## src/rtl/booth_ctrl_fsm_if.sv

```systemverilog
// Handshake and strobe bundle between the Booth control FSM and its datapath.
// master = datapath/requester side, slave = controller side.
interface booth_ctrl_fsm_if;
    logic i_start;
    logic Q;
    logic Q_n;
    logic load_M;
    logic load_Q;
    logic load_Qn;
    logic load_Acc;
    logic sel_Mux;
    logic add_sub_en;
    logic c_enable;
    logic o_shift;
    logic o_busy;
    logic o_done;

    modport master (
        output i_start, Q, Q_n,
        input  load_M, load_Q, load_Qn, load_Acc, sel_Mux,
               add_sub_en, c_enable, o_shift, o_busy, o_done
    );

    modport slave (
        input  i_start, Q, Q_n,
        output load_M, load_Q, load_Qn, load_Acc, sel_Mux,
               add_sub_en, c_enable, o_shift, o_busy, o_done
    );
endinterface

```

## src/rtl/booth_ctrl_fsm.sv

```systemverilog
// Control FSM for a 4-bit signed radix-2 Booth multiplier; strobes are decoded from state and {Q,Q_n}.
// Define BOOTH_SKIP_EN to fold idle (00/11) iterations into a single shifting cycle.
module booth_ctrl_fsm (
    input logic              i_clk,
    input logic              i_rst_n,
    booth_ctrl_fsm_if.slave  bus
);

    localparam int unsigned CNT_W = 2;

    typedef enum logic [2:0] {
        S_IDLE,
        S_LOAD,
        S_CLEAR,
        S_ITER,
        S_SHIFT,
        S_DONE
    } state_t;

    state_t             r_state;
    state_t             w_next_state;
    logic [CNT_W-1:0]   r_cnt;
    logic [CNT_W-1:0]   w_next_cnt;
    logic [1:0]         w_pair;

    logic w_load_m;
    logic w_load_q;
    logic w_load_qn;
    logic w_load_acc;
    logic w_sel_mux;
    logic w_add_sub;
    logic w_shift;
    logic w_done;

    // State and iteration counter
    always_ff @(posedge i_clk or negedge i_rst_n) begin
        if (!i_rst_n) begin
            r_state <= S_IDLE;
            r_cnt   <= '0;
        end else begin
            r_state <= w_next_state;
            r_cnt   <= w_next_cnt;
        end
    end

    assign w_pair = {bus.Q, bus.Q_n};

    // Next-state and strobe decode
    always_comb begin
        w_next_state = r_state;
        w_next_cnt   = r_cnt;
        w_load_m     = 1'b0;
        w_load_q     = 1'b0;
        w_load_qn    = 1'b0;
        w_load_acc   = 1'b0;
        w_sel_mux    = 1'b0;
        w_add_sub    = 1'b0;
        w_shift      = 1'b0;
        w_done       = 1'b0;

        case (r_state)
            S_IDLE: begin
                if (bus.i_start) begin
                    w_next_state = S_LOAD;
                end
            end
            S_LOAD: begin
                w_load_m     = 1'b1;
                w_load_q     = 1'b1;
                w_load_qn    = 1'b1;
                w_next_cnt   = '0;
                w_next_state = S_CLEAR;
            end
            S_CLEAR: begin
                w_load_acc   = 1'b1;
                w_next_state = S_ITER;
            end
            S_ITER: begin
                case (w_pair)
                    2'b10: begin
                        w_load_acc   = 1'b1;
                        w_sel_mux    = 1'b1;
                        w_add_sub    = 1'b1;
                        w_next_state = S_SHIFT;
                    end
                    2'b01: begin
                        w_load_acc   = 1'b1;
                        w_sel_mux    = 1'b1;
                        w_next_state = S_SHIFT;
                    end
                    default: begin
`ifdef BOOTH_SKIP_EN
                        // Nothing to add: shift now and follow the SHIFT exit rule
                        w_shift = 1'b1;
                        if (r_cnt == CNT_W'(3)) begin
                            w_next_state = S_DONE;
                        end else begin
                            w_next_cnt   = r_cnt + CNT_W'(1);
                            w_next_state = S_ITER;
                        end
`else
                        w_next_state = S_SHIFT;
`endif
                    end
                endcase
            end
            S_SHIFT: begin
                w_shift = 1'b1;
                if (r_cnt == CNT_W'(3)) begin
                    w_next_state = S_DONE;
                end else begin
                    w_next_cnt   = r_cnt + CNT_W'(1);
                    w_next_state = S_ITER;
                end
            end
            S_DONE: begin
                w_done       = 1'b1;
                w_next_state = S_IDLE;
            end
            default: begin
                w_next_state = S_IDLE;
            end
        endcase
    end

    assign bus.load_M     = w_load_m;
    assign bus.load_Q     = w_load_q;
    assign bus.load_Qn    = w_load_qn;
    assign bus.load_Acc   = w_load_acc;
    assign bus.sel_Mux    = w_sel_mux;
    assign bus.add_sub_en = w_add_sub;
    assign bus.c_enable   = w_add_sub;
    assign bus.o_shift    = w_shift;
    assign bus.o_busy     = (r_state != S_IDLE);
    assign bus.o_done     = w_done;

endmodule

```

## src/flat_wrapper.sv

```systemverilog
// flat-port wrapper written by rule: the top's interface ports become plain ports
module booth_ctrl_fsm_flat 
  (i_clk, i_rst_n, bus_i_start, bus_Q, bus_Q_n, bus_load_M, bus_load_Q, bus_load_Qn, bus_load_Acc, bus_sel_Mux, bus_add_sub_en, bus_c_enable, bus_o_shift, bus_o_busy, bus_o_done);
  booth_ctrl_fsm_if bus_i ();
  input logic i_clk;
  input logic i_rst_n;
  input wire logic [$bits(bus_i.i_start)-1:0] bus_i_start;
  input wire logic [$bits(bus_i.Q)-1:0] bus_Q;
  input wire logic [$bits(bus_i.Q_n)-1:0] bus_Q_n;
  output wire logic [$bits(bus_i.load_M)-1:0] bus_load_M;
  output wire logic [$bits(bus_i.load_Q)-1:0] bus_load_Q;
  output wire logic [$bits(bus_i.load_Qn)-1:0] bus_load_Qn;
  output wire logic [$bits(bus_i.load_Acc)-1:0] bus_load_Acc;
  output wire logic [$bits(bus_i.sel_Mux)-1:0] bus_sel_Mux;
  output wire logic [$bits(bus_i.add_sub_en)-1:0] bus_add_sub_en;
  output wire logic [$bits(bus_i.c_enable)-1:0] bus_c_enable;
  output wire logic [$bits(bus_i.o_shift)-1:0] bus_o_shift;
  output wire logic [$bits(bus_i.o_busy)-1:0] bus_o_busy;
  output wire logic [$bits(bus_i.o_done)-1:0] bus_o_done;
  assign bus_i.i_start = bus_i_start;
  assign bus_i.Q = bus_Q;
  assign bus_i.Q_n = bus_Q_n;
  assign bus_load_M = bus_i.load_M;
  assign bus_load_Q = bus_i.load_Q;
  assign bus_load_Qn = bus_i.load_Qn;
  assign bus_load_Acc = bus_i.load_Acc;
  assign bus_sel_Mux = bus_i.sel_Mux;
  assign bus_add_sub_en = bus_i.add_sub_en;
  assign bus_c_enable = bus_i.c_enable;
  assign bus_o_shift = bus_i.o_shift;
  assign bus_o_busy = bus_i.o_busy;
  assign bus_o_done = bus_i.o_done;
  booth_ctrl_fsm u_core (.i_clk(i_clk), .i_rst_n(i_rst_n), .bus(bus_i));
endmodule
```

## config.mk

```make
export PLATFORM = sky130hd
export DESIGN_NAME = booth_ctrl_fsm_flat
export DESIGN_NICKNAME = d
export VERILOG_FILES = /design/src/rtl/booth_ctrl_fsm_if.sv /design/src/rtl/booth_ctrl_fsm.sv /design/src/flat_wrapper.sv
export SDC_FILE = /design/constraint.sdc
export NUM_CORES = 1
export LEC_CHECK = 0
export ABC_AREA = 0
export ABC_CLOCK_PERIOD_IN_PS = 1900
export BUFFER_PORTS_ARGS = -buffer_cell sky130_fd_sc_hd__buf_2
export CORE_AREA = 2 2 42 44
export DETAILED_ROUTE_END_ITERATION = 8
export DIE_AREA = 0 0 44 46
export HOLD_SLACK_MARGIN = 0.02
export SLEW_MARGIN = 10
export SYNTH_ARGS = -nofsm -noshare
export SYNTH_HDL_FRONTEND = slang
export SYNTH_SLANG_ARGS = --single-unit
```

## constraint.sdc

```tcl
create_clock -name i_clk -period 1.9 [get_ports i_clk]
set_clock_uncertainty 0.2 [all_clocks]
set_input_delay 0.19 -clock i_clk [delete_from_list [all_inputs] [get_ports i_clk]]
set_output_delay 0.19 -clock i_clk [all_outputs]
set_load 0.005 [all_outputs]
```

==> results.cfg <==
[setup_path]
r2r_slack_ns = 0.53
ff2ff_path_depth = 4
timing.rr.start = u_core.r_cnt[0]
cp.required_ns = 1.51
worstSetupPathType = reg -> out
arrival_ns = 1.31
rr_endpoint = u_core.r_cnt[0]
critPathCaptureType = primary output
cp-start-kind = flop
cp_max_fo = 9

[timing]
setup_tns_ns = 0
setup_viol = 0
whs_ns = 0.0951
period_needed_ns = 1.70
max_freq_ghz = 0.587
period_share_pct = 89.7
max_slew_margin_pct = 74.0
final_max_slew_viol_count = 0
rsz0062_at_grt = false
finalHoldViolCount = 0
max_slew.worst_pin.slew_ns = 0.390

[yosys]
seq_area_frac_synth_pct = 34.2
synth_area_um2 = 365
syn_nets = 46
syn_area_per_cell_um2 = 9.37
synth.distinct_cells = 21
synth_cells = 39
synth_adder_area_share_pct = 6.85
synth_seq_cells = 5
yosysWarningCount = 0
synth_mux_area_share_pct = 0
synth_xor_area_share_pct = 2.40
synth_top_family_by_area = simple AND/OR/NAND/NOR gates
synth_compound_area_share_pct = 19.5
synthSimpleGateAreaFrac_pct = 22.3

[global_route]
grt.overflow.total = 0
grt_pass1_vias = 246
gr-usage-all-layers_pct = 7.12
grt_max_degree = 11
grt_pass1_wl_um = 959
antenna_found_initial = 0

[clocking]
cts.sinks = 5
cts_root_buf = clkbuf_4
cts_buffer_depth = 2
post_cts_resized = 0
clkLatencyLatePin_ns = 0.23
htree_levels = 1
cts_buffers = 3
clk_pin_slew_ns = 0.04
cts_tree = done

[place]
place_area_um2 = 422
gp_congestion = 0.768
port_buffers = 14

[cells_and_area]
seqCellArea_um2 = 125
final_area_um2 = 458
area_growth_pct = 25.3
final_nets = 61
layout_commonest_cell = buf_2
fillers = 187
multi_input_area_um2 = 186
drive_gt1_share_pct = 37.7
insertedDiodeCount = 0
final_cell_mix = 14 x buf_2, 5 x inv_1, 5 x nor3_1, 5 x dfrtp_1, 3 x clkbuf_4

[power_and_ir_drop]
clkPwrFrac_pct = 16.4
total_power_uw = 714
powerDensity_mw_per_mm2 = 1560
combPwrFrac_pct = 47.4
p_int_uw = 414
power_frac_seq_pct = 36.2
ir_worst_vdd_v = 0.000380
p_sw_share_pct = 42.0
power_switching_uw = 299
p_leak_uw = 0.000228

[route]
drc = 0
drt_wl_total_um = 659
via_count = 307
wl_per_cell_um = 9.41
postRouteAntennaNets = 0
vias_per_cell = 4.39
drtIter0Drc = 4
firstDrtPassIters = 3

[floorplanning]
initial_utilization_pct = 22.6
io_pins = 15
rows = 15
die_w_um = 44
dieArea_mm2 = 0.00202
coreArea_mm2 = 0.00161
die-height_um = 46

[outcome]
outcome = finished, final reports clean

[worst_hold_path]
hold_class = in -> async

[run]
maxCapViolations = 0
-- per-stage QoR --
stage / utilization, % / setup WS (ns) / std cells
2_1_floorplan: - / 0.477 / 39
3_3_place_gp: 26.1 / 0.442 / 65
3_5_place_dp: 26.1 / 0.416 / 65
4_1_cts: 28.4 / 0.159 / 70
5_1_grt: 28.4 / 0.0497 / 70
6_report: 28.4 / 0.196 / 70
-- how the worst max path moves through the flow --
stage	startpoint	endpoint	slack (ns)	cells past startpoint
floorplan	u_core.r_state[0]	bus_load_Q	0.48	4
global placement	u_core.r_state[0]	bus_load_M	0.44	3
detailed placement	u_core.r_state[0]	bus_load_Q	0.42	3
CTS	u_core.r_state[0]	bus_load_Q	0.16	3
global route	u_core.r_state[0]	bus_load_M	0.05	3
finish	u_core.r_state[0]	bus_load_Q	0.20	3
-- kinds of logic after synthesis --
kind of cell,count (synthesis)
and+or+nand+nor,12
buffers and inverters,10
AOI/OAI and AO/OA,9
xor gates and xnor gates,1
adders and majority gates,2
DFF,5
-- power by group through the flow --
stage | clock network (µW) | logic [µW] | registers (µW)
2_1_floorplan | 0 | 344 | 186
3_3_place_gp | 0 | 340 | 257
3_5_place_dp | 0 | 343 | 260
4_1_cts | 124 | 347 | 258
5_1_grt | 127 | 385 | 271
6_report | 117 | 338 | 258
-- state kept, by name, indices dropped and copies added, names as in the netlist --
register        flops
u_core.r_state      3
u_core.r_cnt        2
-- routing by layer --
metal / part of all wire [%] / global-route usage, % / up-vias
li1: - / - / 162
met1: 47 / 9.13 / 142
met2: 51 / 8.82 / 3
met3: 1.7 / 1.19 / 0
met4: 0 / 9.09 / 0
met5: 0 / 0 / -
-- Yosys cell counts --
cell type	number	area, µm²
dfrtp_1	5	125
inv_1	5	18.8
nor3_1	5	25.0
buf_4	4	30.0
ha_1	2	25.0
nand2_1	2	7.51
o21ai_0	2	10.0
a211oi_1	1	7.51
a21oi_1	1	5.00
a22o_1	1	8.76
a22oi_1	1	7.51
a32oi_1	1	8.76
buf_2	1	5.00
nand2b_1	1	6.26
nor2_1	1	3.75
nor2b_4	1	13.8
nor3b_4	1	18.8
o2bb2ai_1	1	8.76
o2bb2ai_2	1	15.0
or3_1	1	6.26
xor2_1	1	8.76
-- repair_timing --
item                      CTS  global route
hold buffers                1             0
setup buffers               0             0
hold endpoints to repair    5             0
-- critical path: stages (launching register included) --
cell and delay, ns:
dfrtp_1 0.53, inv_1 0.15, nor3_1 0.23, buf_2 0.17
-- area by class of cell --
class / instances / share of cell area [%]
multi-input combinational: 24 / 40.7
sequential: 5 / 27.3
timing repair buffer: 15 / 17.5
clock buffer: 4 / 5.74
tap: 17 / 4.64
inverter: 5 / 4.10
(Power assumes the default switching activity.)
